===== src/rtl/filter8_pkg.sv =====
// -----------------------------------------------------------------------------
// filter8_pkg
// Shared types and constants for the Filter8bit datapath.
//   sample_t   : signed sample at the default datapath width
//   WIDTH_DEF  : default sample width
//   DELAY_DEF  : default comb differential delay
//   MAX_DELAY  : deepest delay line a comb stage may be built with
//   sat_sub    : a - b clipped to the sample_t range, with a clip flag.
//                Used by comb_diff8 when COMB_SAT_EN is defined.
// -----------------------------------------------------------------------------
package filter8_pkg;

  localparam int WIDTH_DEF = 8;
  localparam int DELAY_DEF = 4;
  localparam int MAX_DELAY = 16;

  typedef logic signed [WIDTH_DEF-1:0] sample_t;

  typedef struct packed {
    sample_t val;
    logic    ovf;
  } sat_t;

  // The difference is formed one bit wider so it cannot wrap. A clip happened
  // exactly when the top two bits of that wide result disagree.
  function automatic sat_t sat_sub(input sample_t a, input sample_t b);
    logic signed [WIDTH_DEF:0] d;
    sat_t                      r;
    d     = {a[WIDTH_DEF-1], a} - {b[WIDTH_DEF-1], b};
    r.ovf = d[WIDTH_DEF] != d[WIDTH_DEF-1];
    if (!r.ovf)
      r.val = d[WIDTH_DEF-1:0];
    else if (d[WIDTH_DEF])
      r.val = {1'b1, {(WIDTH_DEF-1){1'b0}}};
    else
      r.val = {1'b0, {(WIDTH_DEF-1){1'b1}}};
    return r;
  endfunction

endpackage


===== src/rtl/comb_diff8_if.sv =====
// -----------------------------------------------------------------------------
// comb_diff8_if
// Sample-in / difference-out valid/ready bus of the comb stage.
//   in_valid, in_ready, in_data      : upstream sample handshake
//   out_valid, out_ready, out_data   : downstream result handshake
//   out_ovf                          : result in out_data was clipped
// Modports: master = the stage's environment (source + sink), slave = the comb.
// -----------------------------------------------------------------------------
interface comb_diff8_if
  import filter8_pkg::*;
#(
  parameter int WIDTH = WIDTH_DEF
);

  logic             in_valid;
  logic             in_ready;
  logic [WIDTH-1:0] in_data;
  logic             out_valid;
  logic             out_ready;
  logic [WIDTH-1:0] out_data;
  logic             out_ovf;

  modport master (
    output in_valid, in_data, out_ready,
    input  in_ready, out_valid, out_data, out_ovf
  );

  modport slave (
    input  in_valid, in_data, out_ready,
    output in_ready, out_valid, out_data, out_ovf
  );

endinterface


===== src/rtl/comb_delay_line.sv =====
// -----------------------------------------------------------------------------
// comb_delay_line
// Circular buffer holding the last DELAY accepted samples.
//   clk, rst_n : clock, asynchronous active-low reset
//   clear      : synchronous flush (entries, pointer, fill count)
//   we         : write wdata at the current slot and advance the pointer
//   wdata      : sample being accepted
//   rdata      : the sample written DELAY accepts ago (0 until the line fills)
//   primed     : DELAY samples accepted since the last reset / clear
// rdata is the pre-write contents of the slot about to be overwritten, so a
// read and write of the same slot in one cycle returns the old sample.
// DELAY legal range: 1..MAX_DELAY.
// -----------------------------------------------------------------------------
module comb_delay_line
  import filter8_pkg::*;
#(
  parameter int WIDTH = WIDTH_DEF,
  parameter int DELAY = DELAY_DEF
) (
  input  logic             clk,
  input  logic             rst_n,
  input  logic             clear,
  input  logic             we,
  input  logic [WIDTH-1:0] wdata,
  output logic [WIDTH-1:0] rdata,
  output logic             primed
);

  localparam int PW = (DELAY > 1) ? $clog2(DELAY) : 1;
  localparam int CW = $clog2(DELAY + 1);

  logic [WIDTH-1:0] line [DELAY];
  logic [PW-1:0]    wptr;
  logic [CW-1:0]    fill;

  assign rdata  = line[wptr];
  assign primed = (fill == CW'(DELAY));

  // NOTE: the entries are reset (not just masked by the fill count) because a
  // cleared line must read back 0 so that y = x until history exists; state
  // registers use non-blocking assignments so every reader sees pre-edge values.
  always_ff @(posedge clk or negedge rst_n) begin
    if (!rst_n) begin
      for (int i = 0; i < DELAY; i++) line[i] <= '0;
      wptr <= '0;
      fill <= '0;
    end else if (clear) begin
      for (int i = 0; i < DELAY; i++) line[i] <= '0;
      wptr <= '0;
      fill <= '0;
    end else if (we) begin
      line[wptr] <= wdata;
      wptr       <= (wptr == PW'(DELAY - 1)) ? '0 : wptr + PW'(1);
      if (!primed) fill <= fill + CW'(1);
    end
  end

endmodule


===== src/rtl/comb_diff8.sv =====
// -----------------------------------------------------------------------------
// comb_diff8
// Streaming comb differencer: y[n] = x[n] - x[n-DELAY], one registered result
// per accepted sample, single skid-free output register.
//   clk, rst_n : clock, asynchronous active-low reset
//   clear      : synchronous flush; wins over an accept in the same cycle
//   bus        : comb_diff8_if.slave (in_* sample side, out_* result side)
//   primed     : DELAY samples accepted since the last reset / clear
// Build option COMB_SAT_EN: when defined the difference saturates to the
// signed sample range and out_ovf flags a clipped result (the saturating path
// is sized for the package sample width); when undefined the difference wraps
// modulo 2^WIDTH and out_ovf stays 0.
// -----------------------------------------------------------------------------
module comb_diff8
  import filter8_pkg::*;
#(
  parameter int WIDTH = WIDTH_DEF,
  parameter int DELAY = DELAY_DEF
) (
  input  logic         clk,
  input  logic         rst_n,
  input  logic         clear,
  comb_diff8_if.slave  bus,
  output logic         primed
);

  logic             accept;
  logic [WIDTH-1:0] old;
  logic [WIDTH-1:0] diff_d;
  logic             ovf_d;
  logic             valid_q;
  logic [WIDTH-1:0] data_q;
  logic             ovf_q;

  // A slot frees up when the held result leaves this cycle; clear blocks the
  // input so the sample presented alongside it is dropped.
  assign bus.in_ready = !clear && (!valid_q || bus.out_ready);
  assign accept       = bus.in_valid && bus.in_ready;

  comb_delay_line #(
    .WIDTH (WIDTH),
    .DELAY (DELAY)
  ) u_line (
    .clk    (clk),
    .rst_n  (rst_n),
    .clear  (clear),
    .we     (accept),
    .wdata  (bus.in_data),
    .rdata  (old),
    .primed (primed)
  );

`ifdef COMB_SAT_EN
  sat_t sat_r;

  // NOTE: every always_comb output gets a value on every path, so no latch.
  always_comb begin
    sat_r  = sat_sub(sample_t'(bus.in_data), sample_t'(old));
    diff_d = sat_r.val;
    ovf_d  = sat_r.ovf;
  end
`else
  always_comb begin
    diff_d = bus.in_data - old;
    ovf_d  = 1'b0;
  end
`endif

  always_ff @(posedge clk or negedge rst_n) begin
    if (!rst_n) begin
      valid_q <= 1'b0;
      data_q  <= '0;
      ovf_q   <= 1'b0;
    end else if (clear) begin
      valid_q <= 1'b0;
      data_q  <= '0;
      ovf_q   <= 1'b0;
    end else if (accept) begin
      valid_q <= 1'b1;
      data_q  <= diff_d;
      ovf_q   <= ovf_d;
    end else if (bus.out_ready) begin
      // Consumed with nothing behind it: data is held, only valid drops.
      valid_q <= 1'b0;
    end
  end

  assign bus.out_valid = valid_q;
  assign bus.out_data  = data_q;
  assign bus.out_ovf   = ovf_q;

endmodule


===== src/flat_wrapper.sv =====
// flat-port wrapper written by rule: the top's interface ports become plain ports
module comb_diff8_flat import filter8_pkg::*;
#(
  parameter int WIDTH = WIDTH_DEF,
  parameter int DELAY = DELAY_DEF
)
  (clk, rst_n, clear, primed, bus_in_valid, bus_in_data, bus_out_ready, bus_in_ready, bus_out_valid, bus_out_data, bus_out_ovf);
  comb_diff8_if #(.WIDTH(WIDTH)) bus_i ();
  input  logic clk;
  input  logic rst_n;
  input  logic clear;
  output logic primed;
  input wire logic [$bits(bus_i.in_valid)-1:0] bus_in_valid;
  input wire logic [$bits(bus_i.in_data)-1:0] bus_in_data;
  input wire logic [$bits(bus_i.out_ready)-1:0] bus_out_ready;
  output wire logic [$bits(bus_i.in_ready)-1:0] bus_in_ready;
  output wire logic [$bits(bus_i.out_valid)-1:0] bus_out_valid;
  output wire logic [$bits(bus_i.out_data)-1:0] bus_out_data;
  output wire logic [$bits(bus_i.out_ovf)-1:0] bus_out_ovf;
  assign bus_i.in_valid = bus_in_valid;
  assign bus_i.in_data = bus_in_data;
  assign bus_i.out_ready = bus_out_ready;
  assign bus_in_ready = bus_i.in_ready;
  assign bus_out_valid = bus_i.out_valid;
  assign bus_out_data = bus_i.out_data;
  assign bus_out_ovf = bus_i.out_ovf;
  comb_diff8 #(.WIDTH(WIDTH), .DELAY(DELAY)) u_core (.clk(clk), .rst_n(rst_n), .clear(clear), .bus(bus_i), .primed(primed));
endmodule

===== config.mk =====
export PLATFORM = sky130hd
export DESIGN_NAME = comb_diff8_flat
export DESIGN_NICKNAME = d
export VERILOG_FILES = /design/src/rtl/filter8_pkg.sv /design/src/rtl/comb_diff8_if.sv /design/src/rtl/comb_delay_line.sv /design/src/rtl/comb_diff8.sv /design/src/flat_wrapper.sv
export SDC_FILE = /design/constraint.sdc
export NUM_CORES = 1
export LEC_CHECK = 0
export ABC_AREA = 1
export CAP_MARGIN = 40
export CORE_UTILIZATION = 59
export CTS_BUF_LIST = sky130_fd_sc_hd__clkbuf_4
export DETAILED_ROUTE_END_ITERATION = 8
export PLACE_DENSITY = 0.94
export SLEW_MARGIN = 20
export SYNTH_ARGS = -nofsm -noshare
export SYNTH_HDL_FRONTEND = slang
export SYNTH_SLANG_ARGS = --single-unit
export TNS_END_PERCENT = 50

===== constraint.sdc =====
create_clock -name clk -period 2.91 [get_ports clk]
set_clock_uncertainty 0.05 [all_clocks]
set_input_delay 0.4365 -clock clk [delete_from_list [all_inputs] [get_ports clk]]
set_output_delay 0.4365 -clock clk [all_outputs]
set_load 0.01 [all_outputs]

==> out/qor.txt, run 1 <==
Status -> finished clean
Mapped Area -> 0.002489 mm2
Synth Area in Simple Gates -> 19.00%
Final Setup Violations -> 0
CTS clk-pin slew, worst paths -> 0.13 ns
H-tree levels -> 2
Compound-Gate Fraction of Synth Area -> 17.19%
Worst-Margin Slew -> 0.6441 ns
Pwr per Cell Area -> 477.5 mW/mm2
CTS Hold Buffers Added -> 1
RSZ-0062 raised after global routing -> false
Die area -> 0.004482 mm2
Final Core Density -> 69.69%
Antenna-violating nets left -> 0
WL/cell -> 15.18 um
Initial core utilization -> 61.77%
Crit path DAT -> 2.77 ns
Grt ovf -> 0
Distinct cells, synth -> 29
Crit share post-route -> 87.97%
Core Region -> 0.004029 mm2
Drc violations -> 0
Final #Nets -> 339
PortBufs -> 23
Initial DRC count -> 257
Initial antenna violation count -> 0
Syn Area/Cell -> 8.702 um2
CP Cell Sequence -> inv_1 -> o21ai_0 -> o22ai_1 -> ha_1 -> inv_1 -> fa_1 -> nand3_1 -> nand2_1 -> o21ai_0 -> nand2_1
Drt via density -> 5.787
Worst Setup Path Type -> reg2reg
Area grow syn2layout -> 12.82%
Top cell type's share of synthesized area -> 46.25%
Post-Synth XOR/XNOR Area -> 0.3519%
Placer Congestion -> 0.9111
First-pass GRT wire length -> 8970 um
Clock Sink Count -> 46
Synth Area in Adders -> 7.843%
#FFs+latches synth -> 46
Synth warnings -> 0
Largest net degree at the start of global routing -> 33
Final Hold Fails -> 0
Main combinational cell family by area after synthesis -> simple AND/OR/NAND/NOR gates
Post-CTS Setup Inserts -> 0
Worst EP required -> 3.13 ns
CTS tree -> done
Kind of end point of the critical path -> register
Die W -> 66.95 um
Worst path slowest cell -> dfrtp_1
CP max FO -> 23
Mux contribution to synthesized area -> 0%
Fraction of layout cells with a size suffix above 1 -> 9.295%
Post-Synthesis Cells -> 286
Ant diodes -> 0
Reg2reg start -> u_core.u_line.wptr[0]
Worst min path class -> in2async
Area contributors post-synth -> dfrtp_1 (46%), nand2_1 (7.4%), ha_1 (7.0%)
Number of global-route vias before repair -> 1946
DPL Wire Length -> 3926 um
Relative slew slack -> 57.06%
Crit path launch -> u_core.u_line.wptr[0]
Setup TNS -> 0 ns
Max Cap Viol -> 0
VDD IR-drop max -> 0.2110 mV
Clk_lat worst skew -> 0.37 ns
Gr usage total -> 27.71%
Num CTS Buffers -> 5
Leading area contributor after synthesis -> dfrtp_1
Top-Level Pins -> 25
Vias -> 2095
Drt first pass iters -> 5
Mapped Nets -> 314
Pins Over Slew Limit -> 0
Final Critical Period -> 2.560 ns
Crit start category -> register
Register area share after synthesis -> 46.25%
Post-Route WL -> 5496 um
Flop2flop setup slack -> 0.35 ns
Peak Freq -> 0.3907 GHz
Row Count -> 23
Max incr delay on CP -> 0.64 ns
Die H -> 66.95 um
Post-CTS Resized -> 0
Root buf cell -> clkbuf_4
Max Buffers Root-to-Sink -> 2
Leak -> 1.367 nW
[area by class of cell]
class | count | area, um2
fill | 300 | 1221
sequential | 46 | 1151
multi-input combinational | 191 | 1109
timing repair buffer | 28 | 277.8
inverter | 39 | 153.9
tap | 50 | 62.56
clock buffer | 6 | 45.04
clock inverter | 2 | 8.758
[cells in the mapped netlist]
| library cell | n |
|---|---|
| nand4_1 | 2 |
| conb_1 | 1 |
| ha_1 | 14 |
| o21ai_2 | 5 |
| nor2_1 | 7 |
| buf_4 | 1 |
| inv_2 | 1 |
| buf_2 | 3 |
| a22o_2 | 1 |
| or2_2 | 1 |
| dfrtp_1 | 46 |
| o31ai_1 | 1 |
| buf_6 | 4 |
| o21ai_1 | 15 |
| nor2_2 | 1 |
| nand2_8 | 1 |
| nor2_4 | 2 |
| inv_8 | 1 |
| nand2_1 | 49 |
| clkbuf_1 | 1 |
| o21ai_0 | 22 |
| inv_1 | 37 |
| buf_1 | 1 |
| a21oi_1 | 20 |
| fa_1 | 1 |
| nand3_1 | 30 |
| xnor2_1 | 1 |
| nand2_4 | 4 |
| o22ai_1 | 13 |
[routing by layer]
layer  vias up  wire length (um)  share of wire, %  global-route usage (%)
li1       1001                 -                 -                       -
met1       987              2361                43                   34.58
met2        95              2659                48                   44.82
met3        12               373               6.8                   7.534
met4         0               101               1.8                   11.70
met5         -                 0                 0                       0
[sequential cells by signal, summed over array words and instances, names as in the netlist]
name and cells:
u_core.bus.out_data 8, u_core.bus.out_valid 1, u_core.u_line.fill 3, u_core.u_line.line 32, u_core.u_line.wptr 2
[through the flow]
| step | setup slack (ns) | instance area (um2) | std cells | total power, mW | hold slack [ns] |
|---|---|---|---|---|---|
| 2_1_floorplan | 0.8103 | 2489 | 286 | 0.9221 | 0.09091 |
| 3_3_place_gp | 0.5363 | 2724 | 352 | 1.026 | 0.4121 |
| 3_5_place_dp | 0.4484 | 2744 | 353 | 1.044 | 0.3208 |
| 4_1_cts | 0.4279 | 2808 | 362 | 1.341 | 0.4498 |
| 5_1_grt | 0.1616 | 2808 | 362 | 1.427 | 0.4736 |
| 6_report | 0.3502 | 2808 | 362 | 1.341 | 0.4487 |
[placed cells by master (no fill, tap or decap)]
cell type | Yosys | routed
a21oi_1 | 20 | 20
a22o_2 | 1 | 1
buf_12 | 0 | 1
buf_2 | 3 | 1
buf_4 | 1 | 3
clkbuf_4 | 0 | 6
clkdlybuf4s50_1 | 0 | 22
clkinv_1 | 0 | 1
clkinv_2 | 0 | 1
conb_1 | 1 | 1
dfrtp_1 | 46 | 46
dlygate4sd3_1 | 0 | 1
fa_1 | 1 | 1
ha_1 | 14 | 14
inv_1 | 37 | 37
inv_2 | 1 | 1
inv_8 | 1 | 1
nand2_1 | 49 | 49
nand2_4 | 4 | 4
nand2_8 | 1 | 1
nand3_1 | 30 | 30
nand4_1 | 2 | 2
nor2_1 | 7 | 7
nor2_2 | 1 | 1
nor2_4 | 2 | 2
o21ai_0 | 22 | 22
o21ai_1 | 15 | 15
o21ai_2 | 5 | 5
o22ai_1 | 13 | 13
o31ai_1 | 1 | 1
or2_2 | 1 | 1
xnor2_1 | 1 | 1
[cells by family (layout without fill, tap and decap cells)]
| family | Yosys count | after routing |
|---|---|---|
| and+or+nand+nor | 97 | 97 |
| DFF | 46 | 46 |
| buffers and inverters | 49 | 75 |
| other | 1 | 1 |
| xor gates and xnor gates | 1 | 1 |
| AOI/OAI and AO/OA | 77 | 77 |
| adders and majority gates | 15 | 15 |
[worst paths after layout]
path / endpoint / cells after the start
setup / recovery: u_core.bus.out_data[4] / 10
setup reg to reg: u_core.bus.out_data[4] / 10
hold reg to reg: u_core.bus.out_data[7] / 2
min in group clk: u_core.bus.out_data[7] / 2
hold / removal: u_core.bus.out_data[3] / 2
max in group asynchronous: u_core.u_line.line[29] / 3
[where the power goes]
| part | total (mW) | internal, mW | switching [mW] |
|---|---|---|---|
| clock network | 0.301 | 0.100 | 0.201 |
| registers | 0.711 | 0.678 | 0.0323 |
| logic | 0.329 | 0.136 | 0.194 |
| total | 1.34 | 0.914 | 0.427 |
[critical path, delay by kind of cell (launching register included)]
family	cells	cell delay [ns]
AOI/OAI and AO/OA	3	0.55
adders and majority gates	2	0.62
buffers and inverters	2	0.35
DFF	1	0.64
and+or+nand+nor	3	0.25
Power figures use the tool's default switching activity.
==> run 2, diff against run 1 <==
- CORE_UTILIZATION: 59 -> 60
- DONT_BUFFER_PORTS: unset -> 1
- PLACE_DENSITY: 0.94 -> 0.88
==> out/qor.txt, run 2 (synthesis gave the netlist of run 1 again) <==
Peak Freq -> 0.4454 GHz (+14%)
Fillers -> 331 (+10%)
Worst min path class -> in2reg
Initial core utilization -> 62.21% (+0.44 points)
Clk_lat worst skew -> 0.35 ns (-0.02 ns)
WL/cell -> 14.95 um (-1.6%)
Pre-CTS setup slack -> 0.7024 ns (+0.2540 ns)
Power, Total -> 1.276 mW (-4.8%)
Most flops, register -> u_core.u_line.line
Multi-input gate area -> 0.001109 mm2 (unchanged)
Final Setup Violations -> 0 (unchanged)
Internal -> 0.8825 mW (-3.5%)
Final #Nets -> 316 (-6.8%)
CP max FO -> 17 (-26%)
Initial antenna violation count -> 0 (unchanged)
Post-CTS Setup Inserts -> 0 (unchanged)
GRT met1 Usage -> 34.22% (-0.36 points)
First-pass GRT wire length -> 8597 um (-4.2%)
Row Count -> 23 (unchanged)
Drt via density -> 5.811 (+0.40%)
H-tree levels -> 2 (unchanged)
Sequential share of power -> 55.9% (+2.9 points)
Final Core Density -> 64.72% (-5.0 points)
Core Region -> 0.004000 mm2 (-0.71%)
RSZ-0062 raised after global routing -> false
Crit share post-route -> 77.15% (-11 points)
Global Route met3 Usage -> 5.862% (-1.7 points)
Clock Sink Count -> 46 (unchanged)
Placer Congestion -> 0.8625 (-5.3%)
Num CTS Buffers -> 5 (unchanged)
Worst reg-to-reg path cell count -> 12 (+2)
Initial DRC count -> 165 (-36%)
Leak -> 1.283 nW (-6.1%)
Max Cap Viol -> 0 (unchanged)
Final WS setup -> 0.6649 ns (+0.3148 ns)
Crit start category -> register
Final Critical Period -> 2.245 ns (-0.3148 ns)
Max FFs per register -> 32 (unchanged)
Setup TNS -> 0 ns (unchanged)
Comb power frac -> 21.0% (-3.5 points)
Worst EP required -> 3.16 ns (+0.03 ns)
Die area -> 0.004409 mm2 (-1.6%)
PortBufs -> 0 (-100%)
Most common cell after layout, fill and taps aside -> nand2_1
M2 GR Usage -> 42.35% (-2.5 points)
Kind of end point of the critical path -> register
Drt first pass iters -> 4 (-1)
CTS clk-pin slew, worst paths -> 0.12 ns (about the same)
Top-Level Pins -> 25 (unchanged)
Register area -> 0.001151 mm2 (unchanged)
Vias -> 1964 (-6.3%)
Die W -> 66.40 um (-0.81%)
Post-route cell area -> 0.002589 mm2 (-7.8%)
Pwr per Cell Area -> 492.9 mW/mm2 (+3.2%)
Sw Share -> 30.84% (-0.98 points)
Ant diodes -> 0 (unchanged)
VDD IR-drop max -> 0.2549 mV (+21%)
Antenna-violating nets left -> 0 (unchanged)
CTS tree -> done
Number of global-route vias before repair -> 1895 (-2.6%)
Root buf cell -> clkbuf_4
Grt ovf -> 0 (unchanged)
Most used routing layer -> met2
DPL Wire Length -> 3603 um (-8.2%)
Die H -> 66.40 um (-0.81%)
Area grow syn2layout -> 4.022%
Status -> finished clean
Most frequent cells in the layout -> nand2_1 (49), dfrtp_1 (46), inv_1 (37), nand3_1 (30), o21ai_0 (22)
Crit path DAT -> 2.50 ns (-0.27 ns)
NetSw -> 0.3935 mW (-7.7%)
Gr usage total -> 26.30% (-1.4 points)
Pins Over Slew Limit -> 0 (unchanged)
Clk pwr share -> 23.2% (+0.7 points)
Drc violations -> 0 (unchanged)
Largest net degree at the start of global routing -> 47 (+42%)
Post-Route WL -> 5052 um (-8.1%)
Worst Setup Path Type -> reg2reg
Final Hold Fails -> 0 (unchanged)
Max Buffers Root-to-Sink -> 2 (unchanged)
Hold Path Stages -> 1
Dpl cell area -> 0.002499 mm2 (-8.9%)
Fraction of layout cells with a size suffix above 1 -> 9.722% (+0.43 points)
-- run 2: cell count changes in the layout (fill, tap and decap cells not counted) --
cell,delta
clkbuf_4,+1
buf_16,+1
clkinv_2,-1
clkinv_1,-1
buf_12,-1
clkdlybuf4s50_1,-22
buf_2,-1
-- run 2: per-stage QoR --
step / cells / hold WS [ns]
2_1_floorplan: 286 / 0.09091
3_3_place_gp: 329 / 0.09170
3_5_place_dp: 329 / 0.09179
4_1_cts: 338 / 0.06704
5_1_grt: 338 / 0.05615
6_report: 338 / 0.07676
-- run 2: area by class of cell --
cell class | count | area share, %
repair buffers | 5 | 2.320
flip-flops and latches | 46 | 44.47
well taps | 50 | 2.417
clock buffers | 7 | 2.030
inverters | 39 | 5.945
multi-input cells | 191 | 42.82
-- run 2: worst paths after layout --
kind	to	from	slack, ns
max	u_core.bus.out_data[4]	u_core.u_line.wptr[0]	0.66
min reg2reg	u_core.u_line.fill[0]	u_core.u_line.fill[0]	0.47
max reg2reg	u_core.bus.out_data[4]	u_core.u_line.wptr[0]	0.66
min	u_core.bus.out_valid	clear	0.08
max in group asynchronous	u_core.u_line.line[5]	rst_n	2.08
min in group asynchronous	u_core.u_line.fill[1]	rst_n	0.51
-- run 2: what timing repair did --
| action | in CTS | in global routing |
|---|---|---|
| endpoints found under the hold margin | 46 | 0 |
| hold buffers | 2 | 0 |
| gates resized for setup | 0 | 0 |
-- run 2: critical path, cell delays in order (launching register included) --
cell and delay (ns):
dfrtp_1 0.40, buf_4 0.19, inv_1 0.19, o21ai_0 0.11
o22ai_1 0.18, ha_1 0.18, inv_1 0.04, fa_1 0.42
nand3_1 0.09, nand2_1 0.06, a21oi_1 0.12, o21ai_0 0.09
nand2_1 0.06
-- run 2: power by group through the flow --
stage / Combinational [mW] / Clock (mW) / Sequential, mW
2_1_floorplan: 0.204 / 0 / 0.718
3_3_place_gp: 0.237 / 0 / 0.723
3_5_place_dp: 0.248 / 0 / 0.726
4_1_cts: 0.267 / 0.307 / 0.713
5_1_grt: 0.306 / 0.330 / 0.720
6_report: 0.268 / 0.296 / 0.713
-- run 2: layer usage --
layer / part of all wire [%] / wire, um / vias to the layer above
li1: - / - / 955
met1: 43 / 2189 / 918
met2: 48 / 2413 / 81
met3: 7.4 / 373 / 10
met4: 1.5 / 76 / 0
met5: 0 / 0 / -
==> patch 1 (flow settings as in run 1) <==
Add a define of `COMB_SAT_EN`.
--- a/src/rtl/comb_diff8.sv
+++ b/src/rtl/comb_diff8.sv
@@ -11,6 +11,8 @@
 // is sized for the package sample width); when undefined the difference wraps
 // modulo 2^WIDTH and out_ovf stays 0.
 // -----------------------------------------------------------------------------
+`define COMB_SAT_EN
+
 module comb_diff8
   import filter8_pkg::*;
 #(
Behaviour: not the same (a bounded check fails within 10 cycles, from zero or initial values and one cycle with rst_n low).
==> patch 1 against run 1 <==
- the run now ends with negative hold slack left
- power increased by 13%
- sequential power increased by 2%
- via count increased by 9.5%
- core utilization increased by 3.2 points
- area after synthesis increased by 6.1%
- sequential cell count increased by 1
- synthesized cell count increased by 11%
- routed wire length increased by 8.3%
- cell area increased by 7.6%
- sequential share of layout area decreased by 2.1 points
- worst setup slack got worse by 100 ps
- largest power group unchanged
==> patch 1: results (changes against run 1) <==
Synth area leaders = dfrtp_1, nand2_1, ha_1, inv_1, nand3_1
CTS buffer count = 5 (unchanged)
Final instance area = 3020 sq um (+7.6%)
Dpl hpwl = 4.37 mm (+11%)
Hold violation total from the final report = 3 (+3)
Status = finished with violations
Met3 wire length = 428 um (+15%)
Lkg Pwr = 0.00147 uW (+7.6%)
Tot GR Track Use = 28.7% (+1.0 points)
Post-synthesis cell type count = 33 (+14%)
R2R depth = 16 (+6)
Violated checks = negative hold slack
RePlAce Congestion = 0.891 (-2.2%)
Cell at the root of the clock tree = clkbuf_4
CTS sink cnt = 47 (+2.2%)
Clkbuf count = 6 (unchanged)
DR WL/cell = 15.0 um (-1.3%)
Critical path destination = u_core.bus.out_data[3]
Layout cells sized above 1 = 11.5% (+2.2 points)
Met3 Usage GRT = 6.25% (-1.3 points)
Non-CTS buffers = 31 (+11%)
ClkCell Share = 1.74% (-0.18 points)
Hold slack final = -1.99 ps (-451 ps)
Pin count of the biggest net entering global routing = 25 (-24%)
Met1 GRT Util = 37.8% (+3.2 points)
Port Buf Inserts = 24 (+4.3%)
Sw Ratio = 34.2% (+2.3 points)
Via Count = 2295 (+9.5%)
Met2 Use GR = 46.0% (+1.2 points)
Avg Inst Size Synth = 8.33 sq um (-4.3%)
Multi-input combinational area share = 41.2% (+1.7 points)
Non-clock inverter count = 42 (+7.7%)
Worst vdd ir = 0.000384 V (+82%)
First-pass GRT wire length = 9.74 mm (+8.5%)
Post-Route WL = 5.95 mm (+8.3%)
DR WL met2 = 2.87 mm (+8.0%)
Synth cell count leaders = nand2_1, dfrtp_1, inv_1
Resized cells post-CTS = 0 (unchanged)
Tightest Pin Transition = 648 ps (+3.95 ps)
Post-CTS setup buffer count = 0 (unchanged)
Vias in the first global route = 2120 (+8.9%)
Comb_multi_in = 219 (+15%)
Diode count = 0 (unchanged)
Pre-CTS setup slack = 219 ps (-229 ps)
H-tree Lvls = 2 (unchanged)
Layout Nets = 374 (+10%)
P_clk = 300 uW (about the same)
Buffer share of cell area = 10.2% (+0.29 points)
Initial DRC count = 158 (-39%)
DP Cell Count = 387 (+9.6%)
Sequential Power Share = 47.8% (-5.2 points)
Filler instances = 321 (+7.0%)
DRT met1 WL = 2.49 mm (+5.4%)
Fraction of area in registers = 38.9% (-2.1 points)
patch 1: critical path: stages (launching register included):
cell	delay (ps)
dfrtp_1	410
buf_4	190
inv_2	90
o21ai_0	80
o22ai_1	160
ha_1	190
inv_1	70
fa_1	410
nand2_1	80
nand2_1	100
nand3_2	120
nand2_1	80
nand2_1	90
nand2_2	80
a21oi_4	230
nand2_1	110
nand2_1	80
patch 1: cells by family (layout without fill, tap and decap cells):
| family | Yosys count | in the layout | synth area share, % |
|---|---|---|---|
| flops | 47 | 47 | 44.5 |
| buf+inv | 51 | 81 | 8.29 |
| fa+ha+maj | 15 | 15 | 7.39 |
| simple gates | 127 | 127 | 23.0 |
| xor+xnor | 3 | 3 | 0.995 |
| compound gates | 74 | 74 | 15.7 |
==> patch 2 (settings of run 1) <==
Without the edit above. Make the reset (`rst_n`) synchronous in 2 clocked blocks. Comments in the files are not updated.
--- a/src/rtl/comb_delay_line.sv
+++ b/src/rtl/comb_delay_line.sv
@@ -39,7 +39,7 @@
   // NOTE: the entries are reset (not just masked by the fill count) because a
   // cleared line must read back 0 so that y = x until history exists; state
   // registers use non-blocking assignments so every reader sees pre-edge values.
-  always_ff @(posedge clk or negedge rst_n) begin
+  always_ff @(posedge clk) begin
     if (!rst_n) begin
       for (int i = 0; i < DELAY; i++) line[i] <= '0;
       wptr <= '0;
--- a/src/rtl/comb_diff8.sv
+++ b/src/rtl/comb_diff8.sv
@@ -66,7 +66,7 @@
   end
 `endif
 
-  always_ff @(posedge clk or negedge rst_n) begin
+  always_ff @(posedge clk) begin
     if (!rst_n) begin
       valid_q <= 1'b0;
       data_q  <= '0;
Function: differs if rst_n is asserted again (counterexample within 4 cycles, from zero or initial values and one cycle with rst_n low); with rst_n held inactive, the same outputs for 10 cycles.
==> patch 2 against run 1 <==
- worst setup slack better by 310 ps
- area after synthesis is 0.96% lower
- via count fell by 9.0%
- synthesized cell count is 4.9% lower
- routed wire length down 10%
- cell area is 0.49% lower
- sequential cell count increased by 2
- power rose by 2.8%
==> patch 2: results (changes against run 1) <==
DR WL met2 = 2.52 mm (-5.2%)
Top_reg_cell synth = edfxtp_1
Async set-or-reset flop fraction in the synthesized netlist = 0% (-100 points)
Layout cells sized above 1 = 7.41% (-1.9 points)
RePlAce Congestion = 0.807 (-11%)
Pin count of the biggest net entering global routing = 17 (-48%)
DR pass1 iterations = 4 (-1)
Layout Nets = 323 (-4.7%)
HP Class = register to register
Post-Route WL = 4.93 mm (-10%)
Clk pin slew, worst setup/hold paths = 140 ps
Max reg flops = 32 (unchanged)
Worst vdd ir = 0.000411 V (+95%)
Met1 GRT Util = 29.7% (-4.9 points)
Initial DRC count = 147 (-43%)
CTS buffer count = 5 (unchanged)
Pre-CTS setup slack = 635 ps (+186 ps)
Lkg Pwr = 0.00124 uW (-9.0%)
Initial antenna violation count = 0 (unchanged)
Slowest cell delay on critical path = 430 ps (-210 ps)
Highest metal used = met4
Post-CTS setup buffer count = 0 (unchanged)
Slowest CP cell = dfxtp_1
Avg Inst Size Synth = 9.06 sq um (+4.1%)
Crit-path max FO = 16 (-30%)
Synth warnings = 0 (unchanged)
First-pass GRT wire length = 8.25 mm (-8.0%)
Kind of cell adding the most delay to the critical path = simple AND/OR/NAND/NOR gates
Port Buf Inserts = 23 (unchanged)
Psw = 355 uW (-17%)
Worst Path Arrival = 2500 ps (-270 ps)
Synth cell count leaders = nand2_1, nor2_1, inv_1
Worst skew pair latency = 380 ps
Met2 Use GR = 45.1% (+0.25 points)
DRT met1 WL = 2.00 mm (-16%)
EDFF count, synth = 32 (+32)
Dpl hpwl = 3.74 mm (-4.6%)
Combinational power = 218 uW (-34%)
Syn Nets = 299 (-4.8%)
Vias in the first global route = 1885 (-3.1%)
Biggest register = u_core.u_line.line
Routed via count divided by cell count = 5.49 (-5.1%)
Clock power share = 28.5% (+6.0 points)
Cell at the root of the clock tree = clkbuf_4
Tot GR Track Use = 25.8% (-2.0 points)
Met3 Usage GRT = 3.77% (-3.8 points)
Diode count = 0 (unchanged)
Status = complete, no violations
Synth area leaders = edfxtp_1, dfxtp_1, nand2_1, ha_1, nor2_1
Sequential area share after synthesis = 52.0% (+5.7 points)
Met3 wire length = 244 um (-35%)
DP Cell Count = 339 (-4.0%)
Post-synthesis cell type count = 31 (+6.9%)
Fin cells = 347 (-4.1%)
Deepest clock path buffer count = 2 (unchanged)
Sw Ratio = 25.8% (-6.0 points)
[patch 2: cell count changes after synthesis, sizes merged, moves of 5 or more]
cell / change
nand2: +6
dfxtp: +16
o22ai: -12
o21ai: -34
o21a: +5
nand3: -15
edfxtp: +32
nor2: +31
a32o: +6
dfrtp: -46
[patch 2: cells by family (layout without fill, tap and decap cells)]
logic type               after synthesis  after routing  share of synthesized area [%]
flip-flops                            48             48                           52.0
buffers and inverters                 44             69                           7.67
AND/OR/NAND/NOR                      125            125                           22.6
XOR/XNOR                               1              1                          0.355
other                                  1              1                          0.152
AO/OA/AOI/OAI                         39             39                           9.85
adder cells (fa/ha/maj)               14             14                           7.41
[patch 2: cell type report]
type / count / area (sq um)
Sequential cell: 48 / 1280
Fill cell: 293 / 1210
Multi-Input combinational cell: 180 / 995
Timing Repair Buffer: 24 / 238
Inverter: 37 / 139
Tap cell: 50 / 62.6
Clock inverter: 3 / 41.3
Clock buffer: 5 / 37.5
[patch 2: worst register-to-register path: cells and delay by family, from the launching register on]
| kind | cells | cell delay [ps] |
|---|---|---|
| compound gates | 1 | 230 |
| fa+ha+maj | 1 | 380 |
| buf+inv | 2 | 290 |
| simple gates | 7 | 810 |
| flops | 1 | 430 |
[patch 2: path summary, 6_finish.rpt]
kind | startpoint | end | slack (ps) | cells past startpoint
max reg2reg | register | u_core.bus.out_data[7] | 660 | 11
max | register | u_core.bus.out_data[7] | 660 | 11
min | u_core.bus.out_data[1] | u_core.bus.out_data[1] | 430 | 2
min reg2reg | u_core.bus.out_data[1] | u_core.bus.out_data[1] | 430 | 2
[patch 2: stage by stage]
step / util [%] / instance area [sq um]
4_1_cts: 69.8 / 2790
3_5_place_dp: 67.9 / 2720
3_3_place_gp: 67.9 / 2720
6_report: 69.8 / 2790
2_1_floorplan: - / 2460
5_1_grt: 69.8 / 2790
